### config.mk
export PLATFORM = sky130hd
export DESIGN_NAME = uart_operand_collector_flat
export DESIGN_NICKNAME = d
export VERILOG_FILES = /design/src/rtl/uart_operand_collector_if.sv /design/src/rtl/uart_operand_collector.sv /design/src/flat_wrapper.sv
export SDC_FILE = /design/constraint.sdc
export NUM_CORES = 1
export LEC_CHECK = 0
export ABC_AREA = 0
export BUFFER_PORTS_ARGS = -buffer_cell sky130_fd_sc_hd__buf_2
export CAP_MARGIN = 10
export CELL_PAD_IN_SITES_DETAIL_PLACEMENT = 1
export CELL_PAD_IN_SITES_GLOBAL_PLACEMENT = 2
export CORE_MARGIN = 1.5
export CORE_UTILIZATION = 41
export CTS_CLUSTER_DIAMETER = 120
export CTS_CLUSTER_SIZE = 25
export DETAILED_ROUTE_END_ITERATION = 6
export PLACE_DENSITY = 0.76
export SETUP_SLACK_MARGIN = 0.3
export SKIP_LAST_GASP = 1
export SLEW_MARGIN = 20
export SYNTH_ARGS = -nofsm -noshare
export SYNTH_HDL_FRONTEND = slang
export SYNTH_SLANG_ARGS = --single-unit
### constraint.sdc
create_clock -name clk -period 3.1 [get_ports clk]
set_input_delay 0.93 -clock clk [delete_from_list [all_inputs] [get_ports clk]]
set_output_delay 0.93 -clock clk [all_outputs]
set_load 0.005 [all_outputs]
### src/rtl/uart_operand_collector_if.sv
// Bundle of the UART byte stream into the collector and the operand set it
// presents to the 64-bit carry-select adder.
interface uart_operand_collector_if;
    logic [7:0]  rx_data;
    logic        rx_valid;
    logic [63:0] birinci;
    logic [63:0] ikinci;
    logic        anacin;
    logic        op_valid;
    logic        busy;
    logic        frame_err;

    // Byte source side: drives the UART stream, observes the operand set.
    modport master (
        output rx_data, rx_valid,
        input  birinci, ikinci, anacin, op_valid, busy, frame_err
    );

    // Collector side: consumes the UART stream, drives the operand set.
    modport slave (
        input  rx_data, rx_valid,
        output birinci, ikinci, anacin, op_valid, busy, frame_err
    );
endinterface

### src/rtl/uart_operand_collector.sv
// Collects a 17-byte UART frame (8 bytes A, 8 bytes B, 1 carry byte, all
// little-endian) into shadow registers and applies the complete set to the
// adder inputs in one step. An inter-byte timeout drops a broken frame.
module uart_operand_collector #(
    parameter int unsigned TIMEOUT_CYCLES = 500000
) (
    input  logic                   clk,
    input  logic                   rst_n,
    uart_operand_collector_if.slave bus
);
    localparam int unsigned TMO_W = $clog2(TIMEOUT_CYCLES + 1);
    localparam logic [TMO_W-1:0] TMO_MAX = TMO_W'(TIMEOUT_CYCLES);

    typedef enum logic [1:0] {
        LOAD_A = 2'd0,
        LOAD_B = 2'd1,
        LOAD_C = 2'd2
    } state_t;

    state_t           state_q;
    logic [2:0]       cnt_q;
    logic [TMO_W-1:0] tmo_q;
    logic [63:0]      sha_q;
    logic [63:0]      shb_q;
    logic [63:0]      birinci_q;
    logic [63:0]      ikinci_q;
    logic             anacin_q;
    logic             op_valid_q;
    logic             busy_q;
    logic             frame_err_q;

    // Byte slot inside the current operand: byte k sits at bits [8k+7:8k].
    logic [5:0]       slot;
    assign slot = {cnt_q, 3'b000};

    // Frame FSM, byte counter, timeout counter and registered outputs.
    always_ff @(posedge clk or negedge rst_n) begin
        if (!rst_n) begin
            state_q     <= LOAD_A;
            cnt_q       <= '0;
            tmo_q       <= '0;
            // NOTE: shadows are plain flops and are reset with everything else,
            // so a frame cut by reset can never leak into a later operand set.
            sha_q       <= '0;
            shb_q       <= '0;
            birinci_q   <= '0;
            ikinci_q    <= '0;
            anacin_q    <= 1'b0;
            op_valid_q  <= 1'b0;
            busy_q      <= 1'b0;
            frame_err_q <= 1'b0;
        end else begin
            // NOTE: non-blocking assignments throughout; every branch below reads
            // the pre-edge values of state_q/cnt_q/tmo_q, never a half-updated one.
            op_valid_q  <= 1'b0;
            frame_err_q <= 1'b0;

            if (bus.rx_valid) begin
                // A byte always wins, even in the cycle the timeout would fire.
                tmo_q <= '0;
                unique case (state_q)
                    LOAD_A: begin
                        sha_q[slot +: 8] <= bus.rx_data;
                        cnt_q            <= cnt_q + 3'd1;
                        busy_q           <= 1'b1;
                        if (cnt_q == 3'd7) state_q <= LOAD_B;
                    end
                    LOAD_B: begin
                        shb_q[slot +: 8] <= bus.rx_data;
                        cnt_q            <= cnt_q + 3'd1;
                        if (cnt_q == 3'd7) state_q <= LOAD_C;
                    end
                    LOAD_C: begin
                        birinci_q  <= sha_q;
                        ikinci_q   <= shb_q;
                        anacin_q   <= bus.rx_data[0];
                        op_valid_q <= 1'b1;
                        busy_q     <= 1'b0;
                        cnt_q      <= '0;
                        state_q    <= LOAD_A;
                    end
                    default: begin
                        busy_q  <= 1'b0;
                        cnt_q   <= '0;
                        state_q <= LOAD_A;
                    end
                endcase
            end else if (!busy_q) begin
                tmo_q <= '0;
            end else if (tmo_q == TMO_MAX) begin
                // Abort: shadow bytes are stale and get overwritten by the next
                // frame; the outputs keep the last completed set.
                frame_err_q <= 1'b1;
                busy_q      <= 1'b0;
                cnt_q       <= '0;
                tmo_q       <= '0;
                state_q     <= LOAD_A;
            end else begin
                tmo_q <= tmo_q + TMO_W'(1);
            end
        end
    end

    assign bus.birinci   = birinci_q;
    assign bus.ikinci    = ikinci_q;
    assign bus.anacin    = anacin_q;
    assign bus.op_valid  = op_valid_q;
    assign bus.busy      = busy_q;
    assign bus.frame_err = frame_err_q;

endmodule

### src/flat_wrapper.sv
// flat-port wrapper written by rule: the top's interface ports become plain ports
module uart_operand_collector_flat 
#(
    parameter int unsigned TIMEOUT_CYCLES = 500000
)
  (clk, rst_n, bus_rx_data, bus_rx_valid, bus_birinci, bus_ikinci, bus_anacin, bus_op_valid, bus_busy, bus_frame_err);
  uart_operand_collector_if bus_i ();
  input  logic clk;
  input  logic rst_n;
  input wire logic [$bits(bus_i.rx_data)-1:0] bus_rx_data;
  input wire logic [$bits(bus_i.rx_valid)-1:0] bus_rx_valid;
  output wire logic [$bits(bus_i.birinci)-1:0] bus_birinci;
  output wire logic [$bits(bus_i.ikinci)-1:0] bus_ikinci;
  output wire logic [$bits(bus_i.anacin)-1:0] bus_anacin;
  output wire logic [$bits(bus_i.op_valid)-1:0] bus_op_valid;
  output wire logic [$bits(bus_i.busy)-1:0] bus_busy;
  output wire logic [$bits(bus_i.frame_err)-1:0] bus_frame_err;
  assign bus_i.rx_data = bus_rx_data;
  assign bus_i.rx_valid = bus_rx_valid;
  assign bus_birinci = bus_i.birinci;
  assign bus_ikinci = bus_i.ikinci;
  assign bus_anacin = bus_i.anacin;
  assign bus_op_valid = bus_i.op_valid;
  assign bus_busy = bus_i.busy;
  assign bus_frame_err = bus_i.frame_err;
  uart_operand_collector #(.TIMEOUT_CYCLES(TIMEOUT_CYCLES)) u_core (.clk(clk), .rst_n(rst_n), .bus(bus_i));
endmodule
# Yosys cells after proc, flatten, opt, wreduce, memory -nomap -nowiden
# Cells that the tools add are included.
[totals] ff_bits=284 input_bits=11 output_inout_bits=132 word_cells=56
[classes] n_addsub=3 eq_ne=7 n_shift=2 mux=24 n_reduce_logical=9
[op_table] operator="64-bit bitwise mux" count=2
[op_table] operator="8-bit by 8-bit variable shift with 64-bit output, first input constant" count=1
[op_table] operator="8-bit by 8-bit indexed part select with 64-bit output" count=1
[op_table] operator="19-bit 2-to-1 mux" count=3
[op_table] operator="19-bit by 1-bit adder with 19-bit output, second input constant" count=1
[op_table] operator="19-bit equality test, second input constant" count=1
[op_table] operator="3-bit 2-to-1 mux" count=4
[op_table] operator="2-bit 2-to-1 mux" count=5
[op_table] operator="1-bit 2-to-1 mux" count=8
[op_table] operator="6-bit negation with 8-bit output" count=1
[op_table] operator="2-bit AND reduction" count=4
[op_table] operator="3-bit by 2-bit != test with 1-bit output, second input constant" count=2
[op_table] operator="2-bit case mux with 2 select lines" count=1
[op_table] operator="4-bit AND reduction" count=1
[op_table] operator="2-bit nonzero test" count=2
[op_table] operator="3-bit by 1-bit adder with 3-bit output, second input constant" count=1
[op_table] operator="3-bit equality test, second input constant" count=1
[op_table] operator="2-bit by 1-bit equality test with 1-bit output, second input constant" count=1
[op_table] operator="2-bit equality test, second input constant" count=1
[op_table] operator="2-bit logical NOT" count=1
[op_table] operator="2-bit != test, second input constant" count=1
[op_table] operator="1-bit case mux with 2 select lines" count=1
[op_table] operator="2-bit OR reduction" count=1

# Logic depth before layout (Yosys ltp)
# Gate-level depths: netlist of run 1.
[depth] depth_word=4 ltp_mapped=7

# Worst setup path after synthesis of run 1
# No wires, ideal clock.
[synth_path] path_type="reg-to-reg" startpoint="register u_core.cnt_q[0]" endpoint="register u_core.sha_q[32]" arrival_ps=2169 required_ps=2975 slack_ps=807 stages_incl_launch_ff=8 cell_sequence="dfrtp_1 > inv_1 > ha_1 > ha_1 > or4b_1 > a21oi_2 > nand2_1 > mux2_2"
[synth_between] elab_chain_len=3
[synth_lines] element="start, declared" line="uart_operand_collector.sv:21" text="logic [2:0] cnt_q;"
[synth_lines] element="start signal, assigned" line="uart_operand_collector.sv:64" text="cnt_q <= cnt_q + 3'd1;"
[synth_lines] element="start signal, assigned" line="uart_operand_collector.sv:70" text="cnt_q <= cnt_q + 3'd1;"
[synth_lines] element="6-bit negation with 8-bit output (*)" line="uart_operand_collector.sv:63" text="sha_q[slot +: 8] <= bus.rx_data;"
[synth_lines] element="8-bit by 8-bit indexed part select with 64-bit output or 8-bit by 8-bit variable shift with 64-bit output (tied branches)" line="uart_operand_collector.sv:63"
[synth_lines] element="64-bit bitwise mux (*)" line="uart_operand_collector.sv:63"
[synth_lines] element="end signal, assigned by index" line="uart_operand_collector.sv:63"
[synth_lines] element="end, declared" line="uart_operand_collector.sv:23" text="logic [63:0] sha_q;"
# Mark *: on every way between the ends. The rest lies on a longest branch, timed or not.
# A chain may end at the register's enable or synchronous reset.

# Worst setup path in the final report of run 1
[layout_path] startpoint="register u_core.cnt_q[0]" endpoint="register u_core.shb_q[30]"
[layout_between] elab_chain_len=3
[layout_lines] element="6-bit negation with 8-bit output (*)" line="uart_operand_collector.sv:69" text="shb_q[slot +: 8] <= bus.rx_data;"
[layout_lines] element="8-bit by 8-bit indexed part select with 64-bit output or 8-bit by 8-bit variable shift with 64-bit output (tied branches)" line="uart_operand_collector.sv:69"
[layout_lines] element="64-bit bitwise mux (*)" line="uart_operand_collector.sv:69"
[layout_lines] element="end signal, assigned by index" line="uart_operand_collector.sv:69"
[layout_lines] element="end, declared" line="uart_operand_collector.sv:24" text="logic [63:0] shb_q;"
# Marked as above.

==> results of run 1 <==
through the flow:
| step | instances | total power (W) | instance area (um^2) | worst slack [ns] |
|---|---|---|---|---|
| global placement | 1214 | 0.006572 | 12450 | 0.4118 |
| floorplan | 737 | 0.005925 | 11190 | 0.8067 |
| finish | 1231 | 0.008651 | 12850 | 0.3752 |
| global route | 1230 | 0.009144 | 12850 | 0.2243 |
| CTS | 1230 | 0.008795 | 12840 | 0.3667 |
| detailed placement | 1214 | 0.006719 | 12450 | 0.3177 |
synthesized netlist by cell type, types with 6 or more instances:
| library cell | n |
|---|---|
| nor2_1 | 26 |
| nand4_1 | 6 |
| dfrtp_1 | 284 |
| xnor2_1 | 15 |
| nand2_1 | 20 |
| ha_1 | 8 |
| mux2_2 | 255 |
| nand3_1 | 8 |
| and2_1 | 27 |
| nor3_1 | 7 |
| buf_2 | 16 |
| nor4_1 | 6 |
| inv_1 | 13 |
logic make-up (layout without fill, tap and decap cells):
family	Yosys count	in the layout	share of synthesized area (%)
AOI/OAI and AO/OA	11	11	0.6599
xor gates and xnor gates	16	16	1.253
adders and majority gates	8	8	0.8948
buffers and inverters	35	187	1.353
DFF	284	284	63.53
muxes	258	258	25.96
other	0	1	0
and+or+nand+nor	125	125	6.353
registers in the layout, summed over array words and instances, names as in the netlist:
register              cells
u_core.bus.busy           1
u_core.bus.anacin         1
u_core.shb_q             64
u_core.tmo_q             19
u_core.cnt_q              3
u_core.bus.frame_err      1
u_core.bus.op_valid       1
u_core.bus.birinci       64
u_core.sha_q             64
u_core.state_q            2
u_core.bus.ikinci        64
timing repair:
item / 4_1_cts / 5_1_grt
gates resized for setup: 0 / 2
setup endpoints to repair: 0 / 31
endpoints found under the hold margin: 0 / 0
power by group through the flow:
stage | logic (W) | clock network [W] | registers (W)
finish | 0.00167 | 0.00205 | 0.00493
global route | 0.00184 | 0.00225 | 0.00505
CTS | 0.00170 | 0.00214 | 0.00495
detailed placement | 0.00170 | 0 | 0.00502
global placement | 0.00160 | 0 | 0.00497
floorplan | 0.00110 | 0 | 0.00483
how the worst max path moves through the flow:
stage                                         endpoint  slack [ns]
after floorplan           u_core.sha_q[32]$_DFFE_PN0P_        0.81
after global placement    u_core.shb_q[63]$_DFFE_PN0P_        0.41
after detailed placement  u_core.shb_q[59]$_DFFE_PN0P_        0.32
after CTS                 u_core.shb_q[59]$_DFFE_PN0P_        0.37
after global routing      u_core.shb_q[31]$_DFFE_PN0P_        0.22
final                     u_core.shb_q[30]$_DFFE_PN0P_        0.38
metal layers:
| metal | wire [um] | track usage [%] | part of all wire [%] |
|---|---|---|---|
| met5 | 0 | 0 | 0 |
| met4 | 443 | 3.804 | 1.8 |
| met3 | 1038 | 2.492 | 4.1 |
| met2 | 12710 | 32.90 | 51 |
| met1 | 10960 | 24.26 | 44 |
final cells by class:
| cell class | instances | area (um^2) |
|---|---|---|
| Clock buffer | 15 | 375.4 |
| Tap cell | 341 | 426.7 |
| Fill cell | 2696 | 14030 |
| Inverter | 13 | 48.80 |
| Multi-Input combinational cell | 418 | 3945 |
| Clock inverter | 1 | 16.27 |
| Sequential cell | 284 | 7107 |
| Timing Repair Buffer | 158 | 928.4 |
| Antenna cell | 1 | 2.502 |
==> run summary, run 1 <==
Worst-Skew Late Latency: 0.50 ns
Clock Power Share: 23.6%
Placer Congestion: 0.7848
Final core occ: 47.81%
# DRC: 0
Min-delay worst type: input port to asynchronous set/reset pin
Largest net degree at the start of global routing: 73
Combinational share of power: 19.3%
Ys Warns: 0
Flop pwr share: 57.0%
Drt wl/cell: 20.44 um
Synth top area share: 63.53%
EDFF count, synth: 0
Worst EP arrival: 3.08 ns
TNS Setup: 0 ns
Post-synthesis cell count: 737
Maximum clock path buffer count: 3
Clock sink count: 284
Worst path cell trace: inv_1 -> ha_1 -> ha_1 -> nand2_1 -> nor3_1 -> nand2_1 -> mux2_2
Clock skew: 0.03082 ns
GRT Residual Overflow: 0
Status: finished clean
Initial DRT Pass Iterations: 4
DR vias/cell: 5.202
Reg-to-reg slack, setup: 0.38 ns
Setup crit start: u_core.cnt_q[0]$_DFFE_PN0P_
Reg2reg start: u_core.cnt_q[0]$_DFFE_PN0P_
Synth Flop Type: dfrtp_1
Max Cap Viol: 0
First-pass GRT wire length: 40.92 mm
Syn avg cell area: 15.18 um^2
Max frequency: 0.3670 GHz
Worst slew margin: 32.28%
Slowest cell on crit path: dfrtp_1
CP bufs+invs: 1
WP depth: 7
Synthesized flop and latch total: 284
Crit path max fanout: 8
P_leak: 6.780 nW
R2r endpoint: u_core.shb_q[30]$_DFFE_PN0P_
Tmin final: 2.725 ns
Synth Net Count: 756
Commonest non-fill, non-tap cells in the layout: 284 x dfrtp_1, 255 x mux2_2, 141 x buf_2
# hold bufs at CTS: 0
Synth unique cells: 38
Setup Buffers After CTS: 0
Row count: 60
Fin. Hold Viols: 0
Die H: 168.2 um
Critical path's top delay family: simple AND/OR/NAND/NOR gates
IO Pins: 143
Layout cell share with drive strength beyond 1: 49.61%
VDD IR-drop max: 522.0 uV
Slew Viols, Final: 0
GRT Total Usage: 18.49%
DR vias: 6404
Top post-synthesis cells by area: dfrtp_1 64%, mux2_2 26%, and2_1 1.5%
IO buf count: 142
Drt total wl: 25.16 mm
Kind of critical path: register to register
H-tree depth: 1
CTS Root Cell: clkbuf_16
Starting density of the core: 41.62%
Sw frac: 27.63%
Vias in the first global route: 7096
Layout area overhead: 14.86%
Die W: 168.2 um
Initial antenna violation count: 0
Hold_ws: 0.4119 ns
Startpoint Class: register
CP max stage delay: 0.47 ns
Synth area leader: dfrtp_1
Switching pwr: 0.002390 W
Worst Max-Slew Pin Slew: 1.006 ns
Power per cell area: 673.3 mW/mm^2
Number of CTS-inserted buffers: 15
Post-synth ARST share: 100.0%
Die Area: 0.02828 mm^2
Clock slew at reported path FFs: 0.11 ns
Nets@finish: 909
TritonCTS clock tree: yes
Synthesized area: 0.01119 mm^2
Seq/Total Area, Yosys: 63.53%
HPWL Detailed: 17.70 mm
Commonest non-fill, non-tap cell in the layout: dfrtp_1
WP data required: 3.46 ns
Worst reg-to-reg path cell count: 7
DR iter-0 viols: 308
Power Internal: 0.006261 W
Core Region: 0.02688 mm^2
ANT nets after route: 0
Worst setup EP type: register
RSZ-0062 raised after global routing: true
# setup viols final: 0
Crit share post-route: 87.90%
Note: power is estimated with default switching activity, not from simulation.
==> inputs of run 2 (changes only) <==
==> constraint.sdc (replaced) <==
create_clock -name clk -period 3.1 [get_ports clk]
set_input_delay 0.31 -clock clk [delete_from_list [all_inputs] [get_ports clk]]
set_output_delay 0.31 -clock clk [all_outputs]
set_load 0.005 [all_outputs]
==> run 2 against run 1 <==
Net effect: core utilization decreased by 0.25 points; maximum frequency increased by 2.1%; first-iteration DRC count decreased by 12%; cell count decreased by 0.41%; non-clock buffer count decreased by 6.
==> run summary, run 2 (synthesized netlist as in run 1, its figures left out) <==
Worst EP arrival: 3.05 ns (-0.03 ns)
Worst Max-Slew Pin Slew: 1.080 ns (+0.07366 ns)
GRT Residual Overflow: 0 (unchanged)
Maximum clock path buffer count: 3 (unchanged)
Filler instances: 2697 (+0.037%)
Clock skew: 0.02502 ns (-0.005797 ns)
Die H: 168.2 um (unchanged)
DP Cell Count: 1207 (-0.58%)
Hold_ws: 0.1865 ns (-0.2254 ns)
Initial antenna violation count: 2 (+2)
Non-Filler Instances: 1226 (-0.41%)
Crit path max fanout: 8 (unchanged)
Placer Congestion: 0.7710 (-1.8%)
IO Pins: 143 (unchanged)
Startpoint Class: register
Commonest non-fill, non-tap cells in the layout: 284 x dfrtp_1, 255 x mux2_2, 141 x buf_2
Layout cell share with drive strength beyond 1: 49.04% (-0.57 points)
# setup viols final: 0 (unchanged)
Initial DRT Pass Iterations: 4 (unchanged)
Clock sink count: 284 (unchanged)
DR vias/cell: 5.186 (-0.31%)
Largest net degree at the start of global routing: 76 (+4.1%)
WP data required: 3.48 ns (+0.02 ns)
TNS Setup: 0 ns (unchanged)
Setup crit start: u_core.cnt_q[0]$_DFFE_PN0P_
Multi-input logic area: 0.003944 mm^2 (about the same)
Hold Crit Start: bus_rx_valid
CTS Root Cell: clkbuf_16
Vias in the first global route: 7142 (+0.65%)
GRT Total Usage: 18.59% (+0.10 points)
Tmin final: 2.669 ns (-0.05593 ns)
Number of CTS-inserted buffers: 15 (unchanged)
Clock slew at reported path FFs: 0.10 ns (about the same)
Row count: 60 (unchanged)
Status: finished clean
Core Region: 0.02688 mm^2 (unchanged)
Reg-to-reg slack, setup: 0.43 ns (+0.06 ns)
Commonest non-fill, non-tap cell in the layout: dfrtp_1
Crit share post-route: 86.09% (-1.8 points)
Layout area overhead: 14.27%
Starting density of the core: 41.62% (unchanged)
Nets@finish: 903 (-0.66%)
HPWL Detailed: 17.61 mm (-0.50%)
Drt total wl: 25.33 mm (+0.67%)
H-tree depth: 1 (unchanged)
Worst-Skew Late Latency: 0.50 ns (about the same)
TritonCTS clock tree: yes
Max Cap Viol: 0 (unchanged)
Kind of critical path: register to register
DR iter-0 viols: 270 (-12%)
Worst setup EP type: register
Die Area: 0.02828 mm^2 (unchanged)
Drt wl/cell: 20.66 um (+1.1%)
Final core occ: 47.57% (-0.25 points)
Slew Viols, Final: 0 (unchanged)
IO buf count: 142 (unchanged)
Worst slew margin: 27.44% (-4.8 points)
Total power: 0.008630 W (-0.24%)
Reg2reg start: u_core.cnt_q[0]$_DFFE_PN0P_
P_leak: 6.737 nW (-0.64%)
First-pass GRT wire length: 41.33 mm (+1.0%)
Max frequency: 0.3747 GHz (+2.1%)
Power per cell area: 675.1 mW/mm^2 (+0.28%)
RSZ-0062 raised after global routing: false
VDD IR-drop max: 349.9 uV (-33%)
ANT nets after route: 0 (unchanged)
Min-delay worst type: input port to register
Register Area: 0.007107 mm^2 (unchanged)
# DRC: 0 (unchanged)
DR vias: 6358 (-0.72%)
Fin. Hold Viols: 0 (unchanged)
Die W: 168.2 um (unchanged)
-- run 2: changes by cell type in the layout (fill, tap and decap cells not counted), sizes merged --
cell / delta
buf: -7
dlygate4sd3: +1
diode: +1
-- run 2: where the power goes --
| group | internal, W | switching, W | leakage, nW |
|---|---|---|---|
| Combinational | 0.000888 | 0.000761 | 2.64 |
| Sequential | 0.00447 | 0.000477 | 3.91 |
| Clock | 0.000887 | 0.00115 | 0.192 |
-- run 2: timing repair --
item,4_1_cts,5_1_grt
endpoints found under the setup margin,0,8
buffers inserted,0,0
hold endpoints to repair,71,0
hold buffers,1,0
gates resized for setup,0,1
-- run 2: per-stage QoR --
stage / area, um^2 / setup slack (ns)
4_1_cts: 12780 / 0.3868
6_report: 12780 / 0.4311
3_3_place_gp: 12370 / 0.5867
5_1_grt: 12780 / 0.3014
2_1_floorplan: 11190 / 0.8067
3_5_place_dp: 12370 / 0.3898
-- run 2: path summary, 6_finish.rpt --
check,end,cells after the start
worst max-delay path,u_core.shb_q[42]$_DFFE_PN0P_,7
worst min-delay path,u_core.cnt_q[0]$_DFFE_PN0P_,2
worst max register to register,u_core.shb_q[42]$_DFFE_PN0P_,7
worst min register to register,u_core.bus.ikinci[59]$_DFFE_PN0P_,1
max in group asynchronous,u_core.bus.ikinci[29]$_DFFE_PN0P_,3
min in group asynchronous,u_core.bus.ikinci[14]$_DFFE_PN0P_,2
-- run 2: cell type report --
| cell class | instances | area share [%] |
|---|---|---|
| Clock inverter | 1 | 0.1272 |
| Clock buffer | 15 | 2.936 |
| Tap cell | 341 | 3.338 |
| Timing Repair Buffer | 152 | 6.734 |
| Multi-Input combinational cell | 418 | 30.85 |
| Sequential cell | 284 | 55.59 |
| Antenna cell | 2 | 0.03915 |
| Inverter | 13 | 0.3817 |
-- run 2: routing by layer --
layer	GRT usage (%)	wire length [um]
met1	24.71	11140
met2	32.05	12660
met3	3.362	1149
met4	3.882	378
met5	0	0
-- run 2: critical path, cell delays in order, from the launching register on --
cell,delay [ns]
dfrtp_1,0.48
inv_1,0.16
ha_1,0.25
ha_1,0.37
nor4_1,0.36
buf_4,0.17
and2_1,0.36
mux2_2,0.38
==> inputs of run 3 (changes only) <==
--- a/config.mk
+++ b/config.mk
@@ -7,3 +7,3 @@
 export LEC_CHECK = 0
-export ABC_AREA = 0
+export ABC_AREA = 1
 export BUFFER_PORTS_ARGS = -buffer_cell sky130_fd_sc_hd__buf_2
@@ -13,3 +13,3 @@
 export CORE_MARGIN = 1.5
-export CORE_UTILIZATION = 41
+export CORE_UTILIZATION = 36
 export CTS_CLUSTER_DIAMETER = 120
@@ -17,3 +17,3 @@
 export DETAILED_ROUTE_END_ITERATION = 6
-export PLACE_DENSITY = 0.76
+export PLACE_DENSITY = 0.77
 export SETUP_SLACK_MARGIN = 0.3
--- a/constraint.sdc
+++ b/constraint.sdc
@@ -3,2 +3,2 @@
 set_output_delay 0.31 -clock clk [all_outputs]
-set_load 0.005 [all_outputs]
+set_load 0.05 [all_outputs]
==> run 3 against run 2 <==
Net effect: sequential power is 5.1% lower; cell area fell by 1.1%; first-iteration DRC count up 83%; combinational power up 34%; synthesized area up 0.11%.
==> run summary, run 3 <==
Synthesized flop and latch total: 284 (unchanged)
HPWL Detailed: 19.63 mm (+11%)
CTS Root Cell: clkbuf_16
Synth Net Count: 1232 (+63%)
Clock Power Share: 23.3% (-0.3 points)
Core Region: 0.03059 mm^2 (+14%)
Post-synth ARST share: 100.0% (unchanged)
Clock slew at reported path FFs: 0.10 ns (about the same)
Sw frac: 36.31% (+8.7 points)
Post_cts resized: 0 (unchanged)
Clock sink count: 284 (unchanged)
IO Pins: 143 (unchanged)
Worst Max-Slew Pin Slew: 0.7827 ns (-0.2974 ns)
Number of CTS-inserted buffers: 15 (unchanged)
Synth Flop Type: dfrtp_1
Synth top area share: 63.46% (-0.071 points)
Row count: 64 (+6.7%)
Most frequent cells after synthesis: 562 x nand2_1, 284 x dfrtp_1, 87 x o21ai_0
Worst-Skew Late Latency: 0.50 ns (about the same)
Max frequency: 0.4365 GHz (+16%)
Placed cell areas: 0.01223 mm^2 (-1.1%)
Placer Congestion: 0.7925 (+2.8%)
RSZ-0062 raised after global routing: false
VDD IR-drop max: 382.9 uV (+9.4%)
Top post-synthesis cells by area: dfrtp_1 63%, nand2_1 19%, o21ai_0 3.9%
DP Cell Count: 1714 (+42%)
Slew Viols, Final: 0 (unchanged)
Vias in the first global route: 8369 (+17%)
DR iter-0 viols: 494 (+83%)
IO buf count: 142 (unchanged)
Startpoint Class: register
Power per cell area: 713.5 mW/mm^2 (+5.7%)
Drt wl/cell: 16.65 um (-19%)
Die H: 179.4 um (+6.7%)
Initial antenna violation count: 0 (-2)
Worst slew margin: 47.82% (+20 points)
# setup viols final: 0 (unchanged)
GRT Total Usage: 18.42% (-0.16 points)
Worst setup EP type: register
Total power: 0.009017 W (+4.5%)
Nets@finish: 1355 (+50%)
First-pass GRT wire length: 46.28 mm (+12%)
Pre-CTS setup slack: 0.7732 ns (+0.3834 ns)
ANT cells: 0 (-2)
Starting density of the core: 36.61% (-5.0 points)
Synth unique cells: 27 (-29%)
Seq/Total Area, Yosys: 63.46% (-0.071 points)
Kind of critical path: register to register
Synth area leader: dfrtp_1
Switching pwr: 0.003274 W (+37%)
Tmin final: 2.291 ns (-0.3777 ns)
Largest net degree at the start of global routing: 130 (+71%)
Drt total wl: 28.84 mm (+14%)
DR vias/cell: 4.760 (-8.2%)
Syn avg cell area: 9.233 um^2 (-39%)
Fin. Hold Viols: 0 (unchanged)
Worst EP arrival: 2.72 ns (-0.33 ns)
Status: finished clean
Die Area: 0.03218 mm^2 (+14%)
# DRC: 0 (unchanged)
Non-Filler Instances: 1732 (+41%)
Flop pwr share: 52.1% (-5.2 points)
Setup Buffers After CTS: 0 (unchanged)
Crit share post-route: 73.91% (-12 points)
WP data required: 3.52 ns (+0.04 ns)
Initial DRT Pass Iterations: 4 (unchanged)
Post-synthesis cell count: 1213 (+65%)
ANT nets after route: 0 (unchanged)
Cell area after layout: 0.01264 mm^2 (-1.1%)
Die W: 179.4 um (+6.7%)
Ys Warns: 0 (unchanged)
EDFF count, synth: 0 (unchanged)
Layout cell share with drive strength beyond 1: 14.82% (-34 points)
TNS Setup: 0 ns (unchanged)
Crit path max fanout: 11 (+3)
H-tree depth: 1 (unchanged)
Count leader, synth: nand2_1
Combinational share of power: 24.6% (+5.5 points)
Maximum clock path buffer count: 3 (unchanged)
Layout area overhead: 12.85%
Max Cap Viol: 0 (unchanged)
GRT Residual Overflow: 0 (unchanged)
Min-delay worst type: input port to register
Synthesized area: 0.01120 mm^2 (+0.11%)
Final worst slack: 0.8089 ns (+0.3777 ns)
Commonest non-fill, non-tap cell in the layout: nand2_1
DR vias: 8245 (+30%)
P_leak: 6.779 nW (+0.63%)
Clock skew: 0.02361 ns (-0.001410 ns)
TritonCTS clock tree: yes
Power Internal: 0.005743 W (-8.0%)
Commonest non-fill, non-tap cells in the layout: 562 x nand2_1, 284 x dfrtp_1, 141 x buf_2
## run 3: changes by cell type in the layout (fill, tap and decap cells not counted), sizes merged, moves of 6 or more
cell   change
xor2       +6
xnor2     -14
and2      -27
nor2      +27
nor4       -7
nor3       +8
inv       +29
nand2    +558
mux2     -257
o21ai    +129
nand3     +21
## run 3: final timing paths
| path | startpoint | endpoint | cells past startpoint | slack (ns) |
|---|---|---|---|---|
| max | u_core.cnt_q[0]$_DFFE_PN0P_ | u_core.shb_q[53]$_DFFE_PN0P_ | 6 | 0.81 |
| min | bus_rx_valid | u_core.bus.frame_err$_DFF_PN0_ | 2 | 0.12 |
| max reg2reg | u_core.cnt_q[0]$_DFFE_PN0P_ | u_core.shb_q[53]$_DFFE_PN0P_ | 6 | 0.81 |
| min reg2reg | u_core.bus.ikinci[14]$_DFFE_PN0P_ | u_core.bus.ikinci[14]$_DFFE_PN0P_ | 2 | 0.47 |
| max in group asynchronous | rst_n | u_core.shb_q[55]$_DFFE_PN0P_ | 3 | 1.70 |
| min in group asynchronous | rst_n | u_core.bus.birinci[13]$_DFFE_PN0P_ | 2 | 0.45 |
## run 3: kinds of logic (layout without fill, tap and decap cells)
kind of cell             count (synthesis)  after routing  synth area share, %
flip-flops                             284            284                63.46
AND/OR/NAND/NOR                        688            688                24.67
adder cells (fa/ha/maj)                  8              8               0.8938
buffers and inverters                   90            213                4.301
XOR/XNOR                                 8              8               0.6257
AO/OA/AOI/OAI                          135            135                6.055
## run 3: area by class of cell
type / count / area (um^2)
multi-input combinational: 839 / 3617
timing repair buffer: 154 / 863.3
inverter: 42 / 160.2
sequential: 284 / 7107
clock inverter: 1 / 16.27
clock buffer: 16 / 379.1
tap: 396 / 495.5
fill: 3676 / 17950
## run 3: critical path: stages, from the launching register on
cell     delay (ns)
dfrtp_1        0.44
inv_2          0.10
ha_1           0.51
inv_2          0.17
nor2_1         0.47
nand2_1        0.31
o21ai_0        0.23
## run 3: timing repair
action	4_1_cts	5_1_grt
hold buffers	1	0
hold endpoints to repair	91	0
setup endpoints to repair	0	0
## run 3: power by group through the flow
stage / sequential [W] / clock (W) / combinational [W]
floorplan: 0.00537 / 0 / 0.000941
global placement: 0.00477 / 0 / 0.00219
detailed placement: 0.00478 / 0 / 0.00225
CTS: 0.00471 / 0.00219 / 0.00225
global route: 0.00479 / 0.00229 / 0.00247
finish: 0.00470 / 0.00210 / 0.00221
## run 3: per-stage QoR
stage / hold WS, ns / util [%]
after global routing: 0.1382 / 41.32
after detailed placement: 0.4113 / 39.99
after global placement: 0.4194 / 39.99
after CTS: 0.1104 / 41.32
after floorplan: 0.01441 / -
final: 0.1238 / 41.32
## run 3: metal layers
layer,GRT usage (%),vias to the layer above,share of wire (%)
met5,0,-,0
li1,-,4043,-
met3,2.152,32,3.1
met4,3.960,0,1.9
met2,30.40,121,47
met1,26.18,4049,48
